===== config.mk =====
export PLATFORM = sky130hd
export DESIGN_NAME = layer_output_serializer
export DESIGN_NICKNAME = d
export VERILOG_FILES = /design/src/rtl/nn_pkg.sv /design/src/rtl/layer_output_serializer.sv
export SDC_FILE = /design/constraint.sdc
export NUM_CORES = 1
export LEC_CHECK = 0
export ABC_AREA = 1
export BUFFER_PORTS_ARGS = -buffer_cell sky130_fd_sc_hd__clkbuf_2
export CAP_MARGIN = 40
export CORE_MARGIN = 3
export CORE_UTILIZATION = 25
export CTS_CLUSTER_DIAMETER = 80
export CTS_CLUSTER_SIZE = 25
export DETAILED_ROUTE_END_ITERATION = 8
export GPL_TIMING_DRIVEN = 0
export SYNTH_ARGS = -nofsm -noshare
export SYNTH_HDL_FRONTEND = slang
export SYNTH_SLANG_ARGS = --single-unit

===== constraint.sdc =====
create_clock -name clk -period 3.4 [get_ports clk]
set_input_delay 0 -clock clk [delete_from_list [all_inputs] [get_ports clk]]
set_output_delay 0 -clock clk [all_outputs]
set_load 0.1 [all_outputs]

===== src/rtl/nn_pkg.sv =====
// Shared definitions for the neuron-layer datapath blocks: default word
// width, the serializer state encoding and the counter-width helper.
package nn_pkg;

  localparam int DEFAULT_DATA_WIDTH = 16;

  typedef enum logic {
    IDLE  = 1'b0,
    SHIFT = 1'b1
  } ser_state_e;

  // Width of an index counter able to hold 0..n-1; never narrower than 1 bit.
  function automatic int cnt_width(input int n);
    return (n <= 1) ? 1 : $clog2(n);
  endfunction

endpackage


===== src/rtl/layer_output_serializer.sv =====
// Parallel-to-serial converter after a neuron layer. A frame of NEURONS_NUM
// words is captured when i_data_in_valid[0] is high and replayed one word per
// clock, neuron 0 first. Word 0 is registered out at the capture edge, so a
// frame occupies exactly NEURONS_NUM consecutive valid cycles. A capture that
// arrives while the last word is on the bus chains the next frame with no gap;
// any earlier capture during a frame is dropped and flagged with o_overrun.
module layer_output_serializer
  import nn_pkg::*;
#(
  parameter int NEURONS_NUM = 30,
  parameter int DATA_WIDTH  = DEFAULT_DATA_WIDTH
) (
  input  logic                              clk,
  input  logic                              reset_n,
  input  logic [NEURONS_NUM-1:0]            i_data_in_valid,
  input  logic [NEURONS_NUM*DATA_WIDTH-1:0] i_data_in,
  output logic                              o_data_out_valid,
  output logic [DATA_WIDTH-1:0]             o_data_out,
  output logic                              o_last,
  output logic                              o_busy,
  output logic                              o_overrun,
  output logic                              o_valid_err
);

  localparam int FLAT_W    = NEURONS_NUM * DATA_WIDTH;
  localparam int CNT_WIDTH = cnt_width(NEURONS_NUM);

  // Index of the final word and of the word just before it.
  localparam logic [CNT_WIDTH-1:0] CNT_LAST   = CNT_WIDTH'(NEURONS_NUM - 1);
  localparam logic [CNT_WIDTH-1:0] CNT_PENULT = CNT_WIDTH'(NEURONS_NUM - 2);

  // Core state: FSM, shift register holding the words not yet emitted, and
  // the index of the word currently presented on o_data_out.
  ser_state_e               state_q, state_d;
  logic [FLAT_W-1:0]        sr_q, sr_d;
  logic [CNT_WIDTH-1:0]     cnt_q, cnt_d;

  // Output registers and their next values.
  logic [DATA_WIDTH-1:0]    dout_q, dout_d;
  logic                     vld_q, vld_d;
  logic                     last_q, last_d;
  logic                     busy_q, busy_d;
  logic                     ovr_q, ovr_d;
  logic                     err_q, err_d;

  logic                     capture;
  logic                     valid_mismatch;

  assign capture        = i_data_in_valid[0];
  assign valid_mismatch = (|i_data_in_valid) & ~(&i_data_in_valid);

  // Next-state, shift/counter update and registered-output values.
  always_comb begin
    state_d = state_q;
    sr_d    = sr_q;
    cnt_d   = cnt_q;
    dout_d  = '0;
    vld_d   = 1'b0;
    last_d  = 1'b0;
    busy_d  = 1'b0;
    ovr_d   = 1'b0;
    err_d   = err_q | valid_mismatch;

    unique case (state_q)
      IDLE: begin
        if (capture) begin
          // Word 0 goes straight to the output; the rest waits in sr.
          state_d = SHIFT;
          sr_d    = {{DATA_WIDTH{1'b0}}, i_data_in[FLAT_W-1:DATA_WIDTH]};
          cnt_d   = '0;
          dout_d  = i_data_in[DATA_WIDTH-1:0];
          vld_d   = 1'b1;
          busy_d  = 1'b1;
        end
      end

      SHIFT: begin
        if (cnt_q == CNT_LAST) begin
          // Last word is on the bus: chain a new frame or go idle.
          if (capture) begin
            state_d = SHIFT;
            sr_d    = {{DATA_WIDTH{1'b0}}, i_data_in[FLAT_W-1:DATA_WIDTH]};
            cnt_d   = '0;
            dout_d  = i_data_in[DATA_WIDTH-1:0];
            vld_d   = 1'b1;
            busy_d  = 1'b1;
          end else begin
            state_d = IDLE;
            sr_d    = '0;
            cnt_d   = '0;
          end
        end else begin
          // Mid-frame: advance one word; a capture here cannot be accepted.
          sr_d   = {{DATA_WIDTH{1'b0}}, sr_q[FLAT_W-1:DATA_WIDTH]};
          cnt_d  = cnt_q + CNT_WIDTH'(1);
          dout_d = sr_q[DATA_WIDTH-1:0];
          vld_d  = 1'b1;
          busy_d = 1'b1;
          last_d = (cnt_q == CNT_PENULT);
          ovr_d  = capture;
        end
      end

      default: begin
        state_d = IDLE;
        sr_d    = '0;
        cnt_d   = '0;
      end
    endcase
  end

  // FSM, shift register and word counter.
  always_ff @(posedge clk) begin
    if (!reset_n) begin
      state_q <= IDLE;
      sr_q    <= '0;
      cnt_q   <= '0;
    end else begin
      state_q <= state_d;
      sr_q    <= sr_d;
      cnt_q   <= cnt_d;
    end
  end

  // Output registers, including the sticky valid-mismatch flag.
  always_ff @(posedge clk) begin
    if (!reset_n) begin
      dout_q <= '0;
      vld_q  <= 1'b0;
      last_q <= 1'b0;
      busy_q <= 1'b0;
      ovr_q  <= 1'b0;
      err_q  <= 1'b0;
    end else begin
      dout_q <= dout_d;
      vld_q  <= vld_d;
      last_q <= last_d;
      busy_q <= busy_d;
      ovr_q  <= ovr_d;
      err_q  <= err_d;
    end
  end

  assign o_data_out_valid = vld_q;
  assign o_data_out       = dout_q;
  assign o_last           = last_q;
  assign o_busy           = busy_q;
  assign o_overrun        = ovr_q;
  assign o_valid_err      = err_q;

endmodule


-- Word level (Yosys, flattened, before mapping)
Cells that the tools add are included.
- add/subtract/negate cells: 1
- multipliers: 0
- divide/modulo/power cells: 0
- magnitude comparators: 0
- equal/unequal tests: 3
- shift operators: 0
- muxes and demuxes: 13
- bitwise logic cells: 5
- reduce and logical (&&, ||, !) cells: 3
- operators by type and width (cell ; number):
    two-way mux 480 bit ; 2
    case mux 480 bit (2 select lines) ; 1
    two-way mux 464 bit ; 1
    two-way mux 16 bit ; 2
    case mux 16 bit (2 select lines) ; 1
    AND reduction 30 bit ; 1
    OR reduction 30 bit ; 1
    == test 5 bit, second input constant ; 2
    two-way mux 5 bit ; 2
    case mux 5 bit (2 select lines) ; 1
    adder 5 x 1 -> 5 bit, second input constant ; 1
    NOT 1 bit ; 3
    OR reduction 3 bit ; 1
    two-way mux 1 bit ; 2
    inequality test 2 bit, second input constant ; 1
    case mux 1 bit (2 select lines) ; 1
    bitwise AND 1 bit ; 1
    OR 1 bit ; 1
- flip-flop bits (word level): 505
- latch bits: 0
- RAM bits: 0
- ROM bits: 0
- input port bits: 512
- word-level logic and storage cells: 32
- memories: 0

-- Longest topological paths before layout
Gate-level depths: netlist (run 1).
- depth after elaboration: 4
- gate-level depth with buffers: 11
- mapped depth without buffers: 9

-- Least setup slack after synthesis (run 1)
No wires, ideal clock.
- path kind: register to register
- from: register, netlist name o_busy
- to: register sr_q[387]
- library setup time: 0.128 ns
- arrival: 2.024 ns
- setup slack: 1.249 ns
- stages on the path, launching flop included: 8
- buffers on the path: 2
- period minus slack after synthesis: 2.151 ns
- path through: dfxtp_1 > nor2_1 > inv_2 > buf_2 > buf_1 > o21ai_0 > a21oi_1 > nor2_1
- RTL lines (item ; RTL line ; source):
    end signal: assignment ; layer_output_serializer.sv:120 ; sr_q <= sr_d;
    end: declaration ; layer_output_serializer.sv:35 ; logic [FLAT_W-1:0] sr_q, sr_d;

-- Worst setup path in the final report (run 1)
- from: input i_data_in_valid[29]
- to: register err_q (netlist: o_valid_err)
- word-level cells in the longest chain between the ends: 4
- RTL lines (item ; RTL line ; source):
    start: declaration ; layer_output_serializer.sv:15 ; input logic [NEURONS_NUM-1:0] i_data_in_valid,
    AND reduction 30 bit ; layer_output_serializer.sv:50 ; assign valid_mismatch = (|i_data_in_valid) & ~(&i_data_in_valid);
    NOT 1 bit ; layer_output_serializer.sv:50 ;
    bitwise AND 1 bit (*) ; layer_output_serializer.sv:50 ;
    OR 1 bit (*) ; layer_output_serializer.sv:62 ; err_d = err_q | valid_mismatch;
    end signal: assignment ; layer_output_serializer.sv:140 ; err_q <= err_d;
    end: declaration ; layer_output_serializer.sv:44 ; logic err_q, err_d;
Mark *: on every way between the ends. The rest lies on a longest branch, timed or not.
A chain may end at the register's enable or synchronous reset.

==> results of run 1 <==
==> layout by cell type, fill, tap and decap left out, drive strengths merged, types with 63 or more instances in the layout <==
| cell type | netlist | routed |
|---|---|---|
| nand2 | 1294 | 1294 |
| inv | 56 | 63 |
| buf | 112 | 121 |
| nor2 | 139 | 139 |
| dlygate4sd3 | 0 | 512 |
| a21oi | 87 | 87 |
| dfxtp | 489 | 489 |
| a31oi | 315 | 315 |
| o21ai | 152 | 152 |
| clkbuf | 102 | 671 |
==> state kept, by name, summed over array words and instances, names as in the netlist <==
name         flops
sr_q           464
o_last           1
cnt_q            5
o_busy           1
o_data_out      16
o_overrun        1
o_valid_err      1
==> worst paths after layout <==
path | endpoint | cells past startpoint
max reg2reg | sr_q[126] | 6
min reg2reg | sr_q[298] | 2
max | o_valid_err | 13
min | o_data_out[3] | 4
==> metal layers <==
metal  GRT usage (%)  vias to the layer above  wire length (um)
li1                -                    11400                 -
met1            29.8                    10900             43300
met2            39.3                     1027             46800
met3            2.62                      214              6010
met4            8.09                        2              3830
met5               0                        -                13
==> worst reg2reg max path: stages, from the launching register on <==
cell and delay [ns]:
dfxtp_1 0.63, nor2_1 0.12, inv_2 0.29, buf_2 0.36, buf_1 0.75, a21oi_1 0.26
o21ai_0 0.22
==> synthesized netlist by cell type <==
| cell type | instances |
|---|---|
| nand2_1 | 1294 |
| dfxtp_1 | 489 |
| a31oi_1 | 315 |
| nor2_1 | 135 |
| o21ai_0 | 114 |
| buf_2 | 105 |
| clkbuf_1 | 102 |
| a21oi_1 | 87 |
| inv_1 | 53 |
| nand3_1 | 37 |
| o21ai_1 | 37 |
| o211ai_1 | 13 |
| buf_4 | 4 |
| a32o_1 | 3 |
| buf_1 | 3 |
| ha_1 | 3 |
| inv_2 | 3 |
| o22ai_1 | 3 |
| nor2_2 | 2 |
| nor2_4 | 2 |
| nor3_1 | 1 |
| o21ai_2 | 1 |
| or2_2 | 1 |
| xnor2_1 | 1 |
| xor2_1 | 1 |
==> where the power goes <==
part | leakage [nW] | switching [W] | internal [W]
registers | 4.02 | 0.000250 | 0.00613
logic | 7.77 | 0.00151 | 0.00105
clock network | 0.503 | 0.00234 | 0.00184
total | 12.3 | 0.00410 | 0.00902
==> stage by stage <==
| stage | power, W | cell area [sq um] | hold slack [ns] | std cells | util (%) |
|---|---|---|---|---|---|
| 2_1_floorplan | 0.00753 | 19900 | 0.125 | 2809 | - |
| 3_3_place_gp | 0.00855 | 23900 | 0.224 | 4381 | 30.5 |
| 3_5_place_dp | 0.00858 | 24000 | 0.229 | 4390 | 30.7 |
| 4_1_cts | 0.0132 | 30100 | 0.102 | 4942 | 38.4 |
| 5_1_grt | 0.0137 | 30200 | 0.147 | 4956 | 38.6 |
| 6_report | 0.0131 | 30200 | 0.141 | 4959 | 38.6 |
==> logic make-up (layout without fill, tap and decap cells) <==
family	Yosys count	count (layout)	synth area share (%)
buf+inv	270	1375	5.82
xor+xnor	2	2	0.0880
compound gates	573	573	16.7
flops	489	489	49.2
other cells	0	5	0
simple gates	1472	1472	28.1
fa+ha+maj	3	3	0.188
==> layout make-up <==
type                       instances  area, sq um  area share (%)
multi-input combinational       2050         8970            29.7
clock inverter                    15          230           0.763
inverter                          56          210           0.696
timing repair buffer            1053         7910            26.2
buffer                           214          950            3.15
sequential                       489         9790            32.4
tap                             1040         1300            4.31
antenna                            5         12.5          0.0414
clock buffer                      37          818            2.71
==> timing repair <==
| action | in CTS | in global routing |
|---|---|---|
| endpoints found under the hold margin | 484 | 1 |
| resized for setup | 0 | 1 |
| endpoints found under the setup margin | 0 | 1 |
| hold buffers | 500 | 13 |
==> impl_results.md, run 1 <==
* Core box area at 78200 sq um
* R2r startpoint: o_busy
* Post-CTS setup buffers at 0
* CP Capture Type: register
* RSZ-0062 raised after global routing: false
* # port buffers at 532
* ANT nets after route at 0
* Syn Inst Count at 2809
* Power per cell area at 435 nW/um^2
* Worst-Skew Late Latency at 0.62 ns
* Initial antenna violation count at 6
* DRC violations left at 0
* Critical path peak fanout at 2
* Clock transition at the registers of the reported paths at 0.10 ns
* CP max stage delay at 0.57 ns
* Post-Syn Area at 19900 sq um
* Final GP Congestion at 0.868
* Width of the die at 288 um
* Initial Utilization at 25.5%
* CP Cell Sequence: dlygate4sd3_1 -> clkbuf_2 -> nand2_1 -> dlygate4sd3_1 -> nor2_1 -> dlygate4sd3_1 -> nand2_1 -> dlygate4sd3_1 -> nor2_1 -> dlygate4sd3_1 -> nand2_1 -> o21ai_1 -> a21oi_1
* Seq/Total Area, Yosys at 49.2%
* HP Start: i_data_in[3]
* Synth area leaders: dfxtp_1, nand2_1, a31oi_1
* Status: completed
* Critical path launch point type: input pin
* Max cap viols at 0
* Post-synth cell types at 25
* Worst path required time at 3.87 ns
* Final slew viol count at 0
* CTS Root Cell: clkbuf_16
* Vias in the first global route at 23400
* Slowest cell on crit path: dlygate4sd3_1
* Static Leak at 12.3 nW
* Clock Tree Buf Depth at 3
* Fin. Hold Viols at 0
* Detail Placement HPWL at 73.1 mm
* Gr ovfl total at 0
* TNS Setup at 0 ns
* CP startpoint: i_data_in_valid[29]
* Worst-margin pin slew at 0.941 ns
* Syn Area/Cell at 7.09 sq um
* Final setup viols at 0
* Layout cells sized above 1 at 18.1%
* Top achievable clock speed at 349 MHz
* Syn nets at 3324
* Rows at 102
* Yosys warnings at 0
* CTS Buf Count at 30
* Setup ws final at 0.531 ns
* Vias at 23500
* CTS tree: yes
* # fillers at 7982
* FF-to-FF setup slack at 0.70 ns
* Via density per instance at 4.74
* Max IR drop VDD at 0.303 mV
* Critical path buffers and inverters at 6
* Worst path top cell family by delay: buffers and inverters
* Hold Crit Class: input pin to register
* Total GRT Usage at 22.9%
* Clock sink count at 489
* Data arrival, critical path at 3.34 ns
* Minimum clock period at 2.87 ns
* Rel. slew slack at 37.3%
* Drt pass-1 iters at 7
* Num ports at 533
* Wire per inst at 20.2 um
* CP dominant cell by count: dlygate4sd3_1
* Crit share post-route at 84.4%
* Worst Clk Skew at 0.0316 ns
* Largest net degree at the start of global routing at 26
* Crit Path Class: input pin to register
* Pre-CTS setup slack at 0.748 ns
* Synth area leader: dfxtp_1
* H-tree Lvls at 1
* Post-synth top area share at 49.2%
* Routed wire length at 100 mm
* DIE AREA at 83100 sq um
* Register bit total from synthesis at 489
* Synth-to-layout area growth at 51.6%
* Initial DRC count at 1740
* First-pass GRT wire length at 144 mm
* Final nets at 4409
* Die height at 288 um
No activity file was read; power rests on OpenSTA's default activity.
==> inputs of run 2 (changes only) <==
==> constraint.sdc (replaced) <==
create_clock -name clk -period 2.35 [get_ports clk]
set_input_delay 0 -clock clk [delete_from_list [all_inputs] [get_ports clk]]
set_output_delay 0 -clock clk [all_outputs]
set_load 0.1 [all_outputs]
==> run 2 against run 1 <==
Net effect:
- clock power up 44%
- sequential power up 45%
- combinational power up 46%
- critical endpoint is now sr_q[298]
==> impl_results.md, run 2 (synthesized netlist as in run 1, its figures left out) <==
* Status: completed
* GR Util met1 at 29.7% (-0.11 points)
* Fin area at 30300 sq um (+0.51%)
* Clock sink count at 489 (unchanged)
* Clock transition at the registers of the reported paths at 0.10 ns (about the same)
* Hold Crit Class: input pin to register
* ANT nets after route at 0 (unchanged)
* Wire per inst at 20.1 um (-0.16%)
* Register area at 9790 sq um (about the same)
* Crit Path Class: register to register
* FF-to-FF setup slack at 0.1 ns (-0.60 ns)
* CTS tree: yes
* TNS Setup at 0 ns (unchanged)
* Final nets at 4417 (+0.18%)
* # port buffers at 532 (unchanged)
* Switching share of power at 31.2% (-0.069 points)
* Clock share of power at 31.7% (about the same)
* Detail Placement HPWL at 73.1 mm (unchanged)
* Power per cell area at 627 nW/um^2 (+44%)
* GR Util met2 at 39.3% (+0.042 points)
* DIE AREA at 83100 sq um (unchanged)
* Total GRT Usage at 23.0% (+0.035 points)
* Vias at 23500 (-0.11%)
* Max cap viols at 0 (unchanged)
* Core box area at 78200 sq um (unchanged)
* Fin. Hold Viols at 0 (unchanged)
* Commonest non-fill, non-tap cells in the layout: nand2_1, clkbuf_2, dlygate4sd3_1
* Drt pass-1 iters at 6 (-1)
* Layout cells sized above 1 at 18.4% (+0.37 points)
* RSZ-0062 raised after global routing: true
* Top achievable clock speed at 444 MHz
* Logic pwr share at 19.7% (+0.2 points)
* Final setup viols at 0 (unchanged)
* Die height at 288 um (unchanged)
* Worst Clk Skew at 0.0298 ns (-0.00184 ns)
* Design Power at 0.0190 W (+45%)
* Met3 GRT Util at 2.73% (+0.11 points)
* Worst-Skew Late Latency at 0.62 ns (about the same)
* H-tree Lvls at 1 (unchanged)
* Footprint of the multi-input gates at 8980 sq um (about the same)
* Rel. slew slack at 43.1% (+5.8 points)
* Flop pwr share at 48.6% (about the same)
* Num ports at 533 (unchanged)
* Crit share post-route at 95.9%
* Max IR drop VDD at 0.437 mV (+45%)
* Gr ovfl total at 0 (unchanged)
* Final slew viol count at 0 (unchanged)
* Vias in the first global route at 23400 (+0.27%)
* Initial Utilization at 25.5% (unchanged)
* Synth-to-layout area growth at 52.3%
* Placed cells at 4390 (unchanged)
* Worst hold slack at 0.139 ns (-0.00243 ns)
* Final GP Congestion at 0.868 (unchanged)
* Static Leak at 12.4 nW (+0.72%)
* Final std cells w/o fill at 4967 (+0.16%)
* NetSw at 0.00593 W (+45%)
* Max reg flops at 464 (unchanged)
* Critical path peak fanout at 10 (+8)
* CP Capture Type: register
* DRC violations left at 0 (unchanged)
* # fillers at 7968 (-0.18%)
* Int Pwr at 0.0131 W (+45%)
* Clock Tree Buf Depth at 3 (unchanged)
* Width of the die at 288 um (unchanged)
* CTS Root Cell: clkbuf_16
* Minimum clock period at 2.25 ns
* Initial antenna violation count at 5 (-1)
* Critical path launch point type: register
* First-pass GRT wire length at 144 mm (+0.18%)
* Placed inst area at 24000 sq um (unchanged)
* Most common cell after layout, fill and taps aside: nand2_1
* Worst-margin pin slew at 0.854 ns (-0.0869 ns)
* Via density per instance at 4.73 (-0.27%)
* Initial DRC count at 1658 (-4.7%)
* Rows at 102 (unchanged)
* Worst path required time at 2.90 ns (-0.97 ns)
* Data arrival, critical path at 2.80 ns (-0.54 ns)
* Routed wire length at 100 mm (about the same)
* Largest net degree at the start of global routing at 26 (unchanged)
* CTS Buf Count at 30 (unchanged)
* GRT busiest layer: met2
* Biggest register: sr_q
[run 2: cell types whose count changed in the layout (fill, tap and decap cells not counted), moves of 2 or more]
cell / change
buf_1: -2
buf_12: +2
buf_2: -9
buf_4: +3
clkbuf_1: -11
clkbuf_2: +11
clkbuf_4: +6
dlygate4sd3_1: +8
[run 2: timing repair]
item	in CTS	in global routing
hold buffers	517	9
gates resized for setup	8	37
pin swaps	0	2
endpoints found under the setup margin	130	156
setup buffers	0	1
endpoints found under the hold margin	484	1
[run 2: cell type report]
type / instances / share of cell area [%]
diodes: 5 / 0.0412
plain buffers: 213 / 3.26
clock buffers: 37 / 2.70
clock inverters: 15 / 0.759
inverters: 56 / 0.693
multi-input cells: 2050 / 29.6
flip-flops and latches: 489 / 32.3
well taps: 1040 / 4.29
repair buffers: 1062 / 26.4
[run 2: metrics by stage]
| step | utilization [%] | setup slack [ns] |
|---|---|---|
| after floorplan | - | 0.199 |
| after global placement | 30.5 | -0.629 |
| after detailed placement | 30.7 | -0.302 |
| after CTS | 38.7 | 0.00859 |
| after global routing | 38.8 | -0.0270 |
| final | 38.8 | 0.0955 |
[run 2: critical path, cell delays in order, from the launching register on]
cell and delay [ns]:
dfxtp_2 0.51, nor2_1 0.11, inv_2 0.29, buf_2 0.37, clkbuf_4 0.38, nand2_1 0.09, nand2_1 0.21, o211ai_1 0.13
nand2_1 0.08
[run 2: path summary, 6_finish.rpt]
check               start             to  cells after the start
max reg2reg        o_busy      sr_q[298]                      8
min reg2reg     sr_q[298]      sr_q[298]                      2
min          i_data_in[3]  o_data_out[3]                      4
max                o_busy      sr_q[298]                      8
[run 2: power groups by stage]
stage               combinational [W]  sequential [W]  clock (W)
finish                        0.00374         0.00924    0.00603
global route                  0.00407         0.00929    0.00646
CTS                           0.00369         0.00923    0.00616
detailed placement            0.00300         0.00941          0
global placement              0.00296         0.00941          0
floorplan                     0.00149         0.00941          0
[run 2: layer usage]
metal  routed length [um]  part of all wire (%)
met1                43300                    43
met5                   13                 0.013
met3                 5900                   5.9
met4                 3960                   4.0
met2                46800                    47
==> inputs of run 3 (changes only) <==
--- a/config.mk
+++ b/config.mk
@@ -14,6 +14,8 @@
 export CTS_CLUSTER_SIZE = 25
 export DETAILED_ROUTE_END_ITERATION = 8
 export GPL_TIMING_DRIVEN = 0
+export MAX_ROUTING_LAYER = met4
+export REMOVE_ABC_BUFFERS = 1
 export SYNTH_ARGS = -nofsm -noshare
 export SYNTH_HDL_FRONTEND = slang
 export SYNTH_SLANG_ARGS = --single-unit
==> run 3 against run 2 <==
Net effect:
- the run now ends with negative setup slack left
- sequential share of layout area decreased by 1.4 points
- clock power is 2% lower
- fmax fell by 8.7%
- sequential power decreased by 0.8%
- worst hold slack worse by 0.073 ns
- final cell count fell by 2.3%
- via count decreased by 1.8%
- non-clock buffer count is 114 lower
- die area unchanged
==> impl_results.md, run 3 (synthesized netlist as in run 1, its figures left out) <==
* Layout cells sized above 1 at 19.3% (+0.87 points)
* Drt pass-1 iters at 5 (-1)
* Final setup viols at 1 (+1)
* Worst path top cell family by delay: buffers and inverters
* Int Pwr at 0.0135 W (+3.3%)
* Vias in the first global route at 22700 (-3.4%)
* Placed inst area at 24200 sq um (+0.67%)
* Max cap viols at 0 (unchanged)
* DRC violations left at 0 (unchanged)
* Switching share of power at 29.5% (-1.7 points)
* Initial Utilization at 25.5% (unchanged)
* Gr ovfl total at 0 (unchanged)
* R2r startpoint: cnt_q[1]
* Setup ws final at -0.119 ns (-0.214 ns)
* CTS tree: yes
* Routed wire length at 84.0 mm (-16%)
* Worst-Skew Late Latency at 0.62 ns (about the same)
* Data arrival, critical path at 2.94 ns (+0.14 ns)
* Fin area at 31700 sq um (+4.4%)
* CP dominant cell by count: dlygate4sd3_1
* Critical path peak fanout at 2 (-8)
* CP Cell Sequence: dlygate4sd3_1 -> clkbuf_2 -> nand2_1 -> dlygate4sd3_1 -> nor2_1 -> dlygate4sd3_1 -> nand2_1 -> dlygate4sd3_1 -> nor2_1 -> nand2_1 -> o21ai_2 -> a21oi_2
* CP startpoint: i_data_in_valid[26]
* Via density per instance at 4.75 (+0.43%)
* Vias at 23100 (-1.8%)
* Final nets at 4305 (-2.5%)
* Static Leak at 12.9 nW (+4.4%)
* Biggest register: sr_q
* Die height at 288 um (unchanged)
* Commonest non-fill, non-tap cells in the layout: nand2_1, clkbuf_2, dlygate4sd3_1
* Terminus of the critical flop-to-flop path: sr_q[182]
* Hold Crit Class: input pin to register
* Worst Clk Skew at 0.0314 ns (+0.00163 ns)
* Logic pwr share at 21.4% (+1.7 points)
* Violated checks: negative setup slack
* H-tree Lvls at 1 (unchanged)
* Fin. Hold Viols at 0 (unchanged)
* Final GP Congestion at 0.785 (-9.6%)
* Synth-to-layout area growth at 59.1%
* NetSw at 0.00566 W (-4.5%)
* Detail Placement HPWL at 47.5 mm (-35%)
* CTS Root Cell: clkbuf_16
* Num ports at 533 (unchanged)
* CP Capture Point: o_valid_err
* CP max stage delay at 0.58 ns (+0.07 ns)
* # port buffers at 532 (unchanged)
* Critical path launch point type: input pin
* Crit share post-route at 105% (+9.1 points)
* Max reg flops at 464 (unchanged)
* DIE AREA at 83100 sq um (unchanged)
* Most common cell after layout, fill and taps aside: nand2_1
* ANT nets after route at 0 (unchanged)
* Slowest cell on crit path: dlygate4sd3_1
* Wire per inst at 17.3 um (-14%)
* Max IR drop VDD at 0.506 mV (+16%)
* FF-to-FF setup slack at 0.07 ns (-0.03 ns)
* Top achievable clock speed at 405 MHz (-8.7%)
* Layout Utilization at 40.5% (+1.7 points)
* Minimum clock period at 2.47 ns (+0.214 ns)
* Worst path depth at 12 (+4)
* Worst hold path depth at 3 (-1)
* Clock share of power at 30.8% (-0.9 points)
* TNS Setup at -0.119 ns (-0.119 ns)
* Initial DRC count at 1500 (-9.5%)
* Core box area at 78200 sq um (unchanged)
* Worst path required time at 2.82 ns (-0.08 ns)
* Power per cell area at 605 nW/um^2 (-3.4%)
* Final slew viol count at 0 (unchanged)
* Status: finished with violations
* Rows at 102 (unchanged)
* Clock sink count at 489 (unchanged)
* Clock transition at the registers of the reported paths at 0.10 ns (about the same)
* CTS Buf Count at 29 (-3.3%)
* Cell count of the worst reg-to-reg path at 15 (+7)
* Clock Tree Buf Depth at 3 (unchanged)
* Critical path buffers and inverters at 5 (+2)
* Worst hold slack at 0.0662 ns (-0.0727 ns)
* Crit Path Class: input pin to register
* Initial antenna violation count at 7 (+2)
* Worst-margin pin slew at 0.813 ns (-0.0409 ns)
* CP Capture Type: register
* First-pass GRT wire length at 125 mm (-13%)
* Total GRT Usage at 19.4% (-3.6 points)
* Flop pwr share at 47.8% (-0.8 points)
* Design Power at 0.0192 W (+0.87%)
* Rel. slew slack at 45.8% (+2.7 points)
* Largest net degree at the start of global routing at 144 (+450%)
* Width of the die at 288 um (unchanged)
## run 3: changes by cell type in the layout (fill, tap and decap cells not counted), moves of 11 or more
cell | previous run | this run
clkbuf_1 | 95 | 2
buf_4 | 7 | 31
bufbuf_16 | 0 | 20
buf_2 | 96 | 0
dlygate4sd3_1 | 520 | 509
buf_12 | 2 | 25
buf_16 | 0 | 30
clkbuf_2 | 543 | 532
## run 3: final cells by class
type	count	area [sq um]
fillers	7648	46500
repair buffers	1161	10200
inverters	56	229
flip-flops and latches	489	9800
clock buffers	32	747
well taps	1040	1300
clock inverters	17	258
multi-input cells	2053	9120
diodes	7	17.5
## run 3: how the worst min path moves through the flow
| stage | endpoint | slack, ns | startpoint |
|---|---|---|---|
| after CTS | sr_q[463] | 0.003 | reset_n |
| after floorplan | o_busy | 0.13 | i_data_in_valid[0] |
| final | sr_q[454] | 0.07 | reset_n |
| after global placement | sr_q[448] | 0.22 | i_data_in[464] |
| after global routing | sr_q[457] | 0.04 | reset_n |
| after detailed placement | sr_q[449] | 0.23 | i_data_in[465] |
## run 3: power by group through the flow
stage	logic [W]	registers, W	clock network [W]
global placement	0.00298	0.00934	0
global route	0.00444	0.00923	0.00633
CTS	0.00398	0.00916	0.00610
finish	0.00410	0.00917	0.00591
floorplan	0.00154	0.00942	0
detailed placement	0.00283	0.00934	0
## run 3: repair_timing
action,in CTS,in global routing
setup endpoints to repair,471,279
hold buffers,509,5
gates cloned,27,7
pin swaps,6,10
hold endpoints to repair,483,1
setup buffers,34,9
resized for setup,38,17
## run 3: tightest hold or removal path: stages
cell and delay [ns]:
clkbuf_2 0.36, nand3_1 0.23, nand2_1 0.04
## run 3: metrics by stage
stage,cells,worst slack [ns]
final,4855,-0.119
after global routing,4853,-0.135
after CTS,4834,0.00302
after detailed placement,4219,-1.75
after global placement,4167,-37.12
after floorplan,2595,-16.84
## run 3: per-layer routing
| layer | part of all wire [%] | track usage (%) |
|---|---|---|
| met1 | 43 | 23.9 |
| met2 | 48 | 32.8 |
| met3 | 6.2 | 2.56 |
| met4 | 3.4 | 6.34 |
| met5 | 0 | - |
